$ cat src/rtl/ccff_chain_loader.sv
// Configuration-chain loader: accepts host words, shifts them MSB-first onto ccff_head and gates prog_clk.
// Optional CRC-8 signatures of the bits shifted in and out are built when CCFF_CRC_EN is defined.
module ccff_chain_loader #(
  parameter  int CHAIN_LEN = 8,
  parameter  int WORD_W    = 8,
  localparam int CNT_W     = $clog2(CHAIN_LEN + 1)
) (
  input  logic              prog_clk,
  input  logic              prog_reset,
  input  logic              start,
  input  logic [WORD_W-1:0] cfg_data,
  input  logic              cfg_valid,
  output logic              cfg_ready,
  output logic              ccff_head,
  output logic              ccff_clk_en,
  input  logic              ccff_tail,
  output logic              busy,
  output logic              done,
  output logic [CNT_W-1:0]  bit_count
`ifdef CCFF_CRC_EN
  ,
  output logic [7:0]        crc_head,
  output logic [7:0]        crc_tail
`endif
);

  localparam int WB_W = (WORD_W > 1) ? $clog2(WORD_W) : 1;
  localparam logic [CNT_W-1:0] LAST_BIT_CNT = CNT_W'(CHAIN_LEN - 1);
  localparam logic [WB_W-1:0]  WORD_LAST    = WB_W'(WORD_W - 1);

  typedef enum logic [1:0] {
    S_IDLE,
    S_LOAD,
    S_SHIFT,
    S_DONE
  } state_t;

  state_t            state_reg;
  logic [WORD_W-1:0] shreg_reg;
  logic [WB_W-1:0]   wbit_reg;
  logic              head_reg;
  logic              clk_en_reg;
  logic              done_reg;
  logic [CNT_W-1:0]  bit_count_reg;

  always_ff @(posedge prog_clk or posedge prog_reset) begin
    if (prog_reset) begin
      state_reg     <= S_IDLE;
      shreg_reg     <= '0;
      wbit_reg      <= '0;
      head_reg      <= 1'b0;
      clk_en_reg    <= 1'b0;
      done_reg      <= 1'b0;
      bit_count_reg <= '0;
    end else begin
      done_reg <= 1'b0;
      case (state_reg)
        S_IDLE: begin
          if (start) begin
            state_reg     <= S_LOAD;
            bit_count_reg <= '0;
          end
        end
        S_LOAD: begin
          // Chain frozen while waiting; head keeps the last bit shifted.
          clk_en_reg <= 1'b0;
          if (cfg_valid) begin
            shreg_reg <= cfg_data;
            wbit_reg  <= '0;
            state_reg <= S_SHIFT;
          end
        end
        S_SHIFT: begin
          head_reg      <= shreg_reg[WORD_W-1];
          clk_en_reg    <= 1'b1;
          shreg_reg     <= shreg_reg << 1;
          bit_count_reg <= bit_count_reg + 1'b1;
          // The chain length wins over the word boundary: leftover word bits are dropped.
          if (bit_count_reg == LAST_BIT_CNT) begin
            state_reg <= S_DONE;
          end else if (wbit_reg == WORD_LAST) begin
            state_reg <= S_LOAD;
          end else begin
            wbit_reg <= wbit_reg + 1'b1;
          end
        end
        S_DONE: begin
          clk_en_reg <= 1'b0;
          done_reg   <= 1'b1;
          state_reg  <= S_IDLE;
        end
        default: state_reg <= S_IDLE;
      endcase
    end
  end

  assign cfg_ready   = (state_reg == S_LOAD);
  assign busy        = (state_reg != S_IDLE);
  assign ccff_head   = head_reg;
  assign ccff_clk_en = clk_en_reg;
  assign done        = done_reg;
  assign bit_count   = bit_count_reg;

`ifdef CCFF_CRC_EN
  localparam logic [7:0] CRC_POLY = 8'h07;

  // Lane 0 signs the bits entering the chain, lane 1 the old contents leaving it.
  for (genvar gi = 0; gi < 2; gi++) begin : g_crc_lane
    logic       fold_bit;
    logic [7:0] crc_reg;
    logic [7:0] crc_next;

    if (gi == 0) begin : g_head
      assign fold_bit = head_reg;
    end else begin : g_tail
      assign fold_bit = ccff_tail;
    end

    assign crc_next = {crc_reg[6:0], 1'b0} ^ (CRC_POLY & {8{crc_reg[7] ^ fold_bit}});

    always_ff @(posedge prog_clk or posedge prog_reset) begin
      if (prog_reset) begin
        crc_reg <= '0;
      end else if (state_reg == S_IDLE && start) begin
        crc_reg <= '0;
      end else if (clk_en_reg) begin
        crc_reg <= crc_next;
      end
    end
  end

  assign crc_head = g_crc_lane[0].crc_reg;
  assign crc_tail = g_crc_lane[1].crc_reg;
`else
  logic unused_ccff_tail;
  assign unused_ccff_tail = ccff_tail;
`endif

endmodule
$ cat config.mk
export PLATFORM = sky130hd
export DESIGN_NAME = ccff_chain_loader
export DESIGN_NICKNAME = d
export VERILOG_FILES = /design/src/rtl/ccff_chain_loader.sv
export SDC_FILE = /design/constraint.sdc
export NUM_CORES = 1
export LEC_CHECK = 0
export BUFFER_PORTS_ARGS = -buffer_cell sky130_fd_sc_hd__buf_2
export CORE_ASPECT_RATIO = 1.25
export CORE_UTILIZATION = 55
export CTS_BUF_LIST = sky130_fd_sc_hd__clkbuf_4 sky130_fd_sc_hd__clkbuf_8
export CTS_CLUSTER_DIAMETER = 120
export DETAILED_ROUTE_END_ITERATION = 8
export PLACE_DENSITY = 0.88
export RECOVER_POWER = 25
export SKIP_LAST_GASP = 1
export SYNTH_ARGS = -nofsm -noshare
export SYNTH_HDL_FRONTEND = slang
export SYNTH_SLANG_ARGS = --single-unit
$ cat constraint.sdc
create_clock -name prog_clk -period 4.72 [get_ports prog_clk]
set_clock_uncertainty 0.05 [all_clocks]
set_input_delay 0.236 -clock prog_clk [delete_from_list [all_inputs] [get_ports prog_clk]]
set_output_delay 0.236 -clock prog_clk [all_outputs]
set_load 0.01 [all_outputs]
==> impl_metrics.sql <==
INSERT INTO impl_metrics (metric_group, metric, value, unit) VALUES
('clock_network', 'ctsRootBufferMaster', 'sky130_fd_sc_hd__clkbuf_4', ''),
('worst_hold_path', 'worstHoldPathType', 'in -> async', ''),
('place', 'finalWeightedCongestion', '0.634', ''),
('clock_network', 'cts_tree', 'built', ''),
('drt', 'routedWlPerCell', '14.1', 'um'),
('final_layout', 'layout-area-overhead-vs-synth', '11.6', '%'),
('synthesis', 'syn_inst', '102', ''),
('power', 'power.leakage', '0.622', 'nW'),
('final_layout', 'layout.cells.non_filler', '138', ''),
('floorplanning', 'ioPinCount', '22', ''),
('synthesis', 'net_count_synth', '118', ''),
('clock_network', 'numClockSinks', '20', ''),
('sta', 'worst_pin_slew', '0.777', 'ns'),
('final_layout', 'nFillCells', '157', ''),
('synthesis', 'synth_flop_cell', 'sky130_fd_sc_hd__dfrtp_1', ''),
('clock_network', 'cts-htree-levels', '1', ''),
('power', 'p_per_area', '614', 'nW/um2'),
('sta', 'finalHoldWorstSlack', '-0.00226', 'ns'),
('floorplanning', 'initial_cell_density_of_the_core', '58.7', '%'),
('synthesis', 'post_synth_most_frequent_cells', '20 x sky130_fd_sc_hd__dfrtp_1, 14 x sky130_fd_sc_hd__nand2_1, 14 x sky130_fd_sc_hd__o21ai_0, 10 x sky130_fd_sc_hd__mux2i_1, 8 x sky130_fd_sc_hd__mux2_2', ''),
('drt', 'drc', '0', ''),
('worst_setup_path', 'critical_path.startpoint_type', 'flop', ''),
('synthesis', 'synth.most_common_cell', 'sky130_fd_sc_hd__dfrtp_1', ''),
('synthesis', 'yosysTopAreaCell', 'sky130_fd_sc_hd__dfrtp_1', ''),
('floorplanning', 'die_area', '2090', 'um2'),
('sta', 'post_route_minimum_period', '1.83', 'ns'),
('clock_network', 'cts-buffers-inserted', '3', ''),
('synthesis', 'ys_top_cells_by_area', 'sky130_fd_sc_hd__dfrtp_1 48%, sky130_fd_sc_hd__mux2i_1 9.5%, sky130_fd_sc_hd__mux2_2 8.6%', ''),
('worst_setup_path', 'crit_type', 'reg -> out', ''),
('synthesis', 'post_synth_edffs', '0', ''),
('clock_network', 'post_cts_resize_count', '0', ''),
('sta', 'setup_total_negative_slack', '0', 'ns'),
('grt', 'maximum_number_of_pins_on_one_net_before_global_route_repair', '29', ''),
('worst_setup_path', 'r2r-start', 'state_reg[0]', ''),
('sta', 'report.final.setup_viol', '0', ''),
('worst_setup_path', 'critical_path_arrival', '1.55', 'ns'),
('floorplanning', 'floorplan.core_area', '1790', 'um2'),
('drt', 'number_of_optimization_iterations_in_the_first_detailed_route_pass', '4', ''),
('outcome', 'outcome', 'finished, violations left', ''),
('clock_network', 'worst_setup_hold_path_clk_slew', '0.11', 'ns'),
('clock_network', 'hold_buffers', '0', ''),
('synthesis', 'netlist-cell-type-count', '27', ''),
('sta', 'report.final.hold_viol_count', '12', ''),
('floorplanning', 'dieHeight', '50.8', 'um'),
('power', 'ir_worst_vdd', '0.000304', 'V'),
('synthesis', 'async_reset_ff_share', '100', '%'),
('final_layout', 'drive_above_1_share', '29.4', '%'),
('place', 'input_output_buffers', '20', ''),
('grt', 'gr-total-overflow', '0', ''),
('clock_network', 'post-cts-setup-buffers', '0', ''),
('clock_network', 'buffer_depth_of_the_longest_clock_path', '2', ''),
('worst_setup_path', 'worst_r2r_path_cells', '3', ''),
('worst_setup_path', 'critical_path.max_fanout', '28', ''),
('outcome', 'violations', 'hold timing', ''),
('synthesis', 'synth_seq_cells', '20', ''),
('worst_setup_path', 'rrSetupSlack', '2.94', 'ns'),
('drt', 'vias_per_cell', '5.63', ''),
('place', 'hpwl', '1310', 'um'),
('final_layout', 'largest_reg_flops', '8', ''),
('drt', 'detail-route-antenna-nets', '0', ''),
('place', 'post-place-cells', '134', ''),
('sta', 'final_min_period_over_clock_period', '38.8', '%'),
('grt', 'wire_length_of_the_first_global_routing_pass', '3130', 'um'),
('synthesis', 'mappedNetlistArea', '1050', 'um2'),
('sta', 'slew_viols_final', '0', ''),
('synthesis', 'syn_area_per_cell', '10.3', 'um2'),
('flow_run', 'cap_violations', '0', ''),
('sta', 'rsz_0062_raised_after_global_routing', 'false', ''),
('floorplanning', 'num_rows', '17', ''),
('drt', 'dr.first_iter.drc_count', '7', ''),
('final_layout', 'final_nets', '136', '');
[how the worst max path moves through the flow]
stage	startpoint	to	slack [ns]	cells past startpoint
4_1_cts	state_reg[1]	busy	2.88	2
3_5_place_dp	state_reg[0]	wbit_reg[2]	2.97	3
5_1_grt	state_reg[0]	wbit_reg[1]	2.78	3
3_3_place_gp	state_reg[1]	wbit_reg[1]	3.02	3
2_1_floorplan	bit_count[0]	wbit_reg[0]	3.14	5
6_report	state_reg[1]	busy	2.89	2
[cell type report]
type	instances	area [um2]	share of cell area, %
sequential	20	500	42.8
inverter	7	26.3	2.25
clock buffer	4	36.3	3.10
multi-input combinational	68	483	41.3
tap	19	23.8	2.03
timing repair buffer	20	100	8.56
[where the power goes]
part	leakage, nW	internal (mW)	switching [mW]
Clock	0.0210	0.0471	0.0532
Combinational	0.345	0.151	0.127
Sequential	0.256	0.243	0.0964
[cell families (layout without fill, tap and decap cells)]
group / after synthesis / count (layout) / share of synthesized area, %
compound gates: 20 / 20 / 11.1
fa+ha+maj: 3 / 3 / 3.58
buf+inv: 14 / 31 / 6.21
flops: 20 / 20 / 47.7
mux: 18 / 18 / 18.1
simple gates: 27 / 27 / 13.2
[per-stage QoR]
step | power (mW) | setup WS (ns) | area (um2) | utilization (%)
6_report | 0.718 | 2.89 | 1170 | 65.5
3_3_place_gp | 0.599 | 3.02 | 1130 | 63.4
2_1_floorplan | 0.552 | 3.14 | 1050 | -
4_1_cts | 0.724 | 2.88 | 1170 | 65.5
5_1_grt | 0.778 | 2.78 | 1170 | 65.5
3_5_place_dp | 0.620 | 2.97 | 1130 | 63.4
[worst max-delay path: stages (launching register included)]
cell	delay [ns]
sky130_fd_sc_hd__dfrtp_1	0.69
sky130_fd_sc_hd__or2_2	0.42
sky130_fd_sc_hd__buf_2	0.14
[placed cells by master, fill, tap and decap left out, drive strengths merged, types with 2 or more instances in the layout]
cell and count:
dfrtp 20, mux2 8, nand3 2, ha 3
clkbuf 4, inv 7, buf 20, mux2i 10
o21ai 14, nor2 2, nand2 14
[routing by layer]
metal / wire length (um) / GRT usage [%]
met5: 0 / 0
met4: 38 / 11.7
met3: 42 / 2.61
met2: 1020 / 38.8
met1: 853 / 24.1
Power figures use the tool's default switching activity.
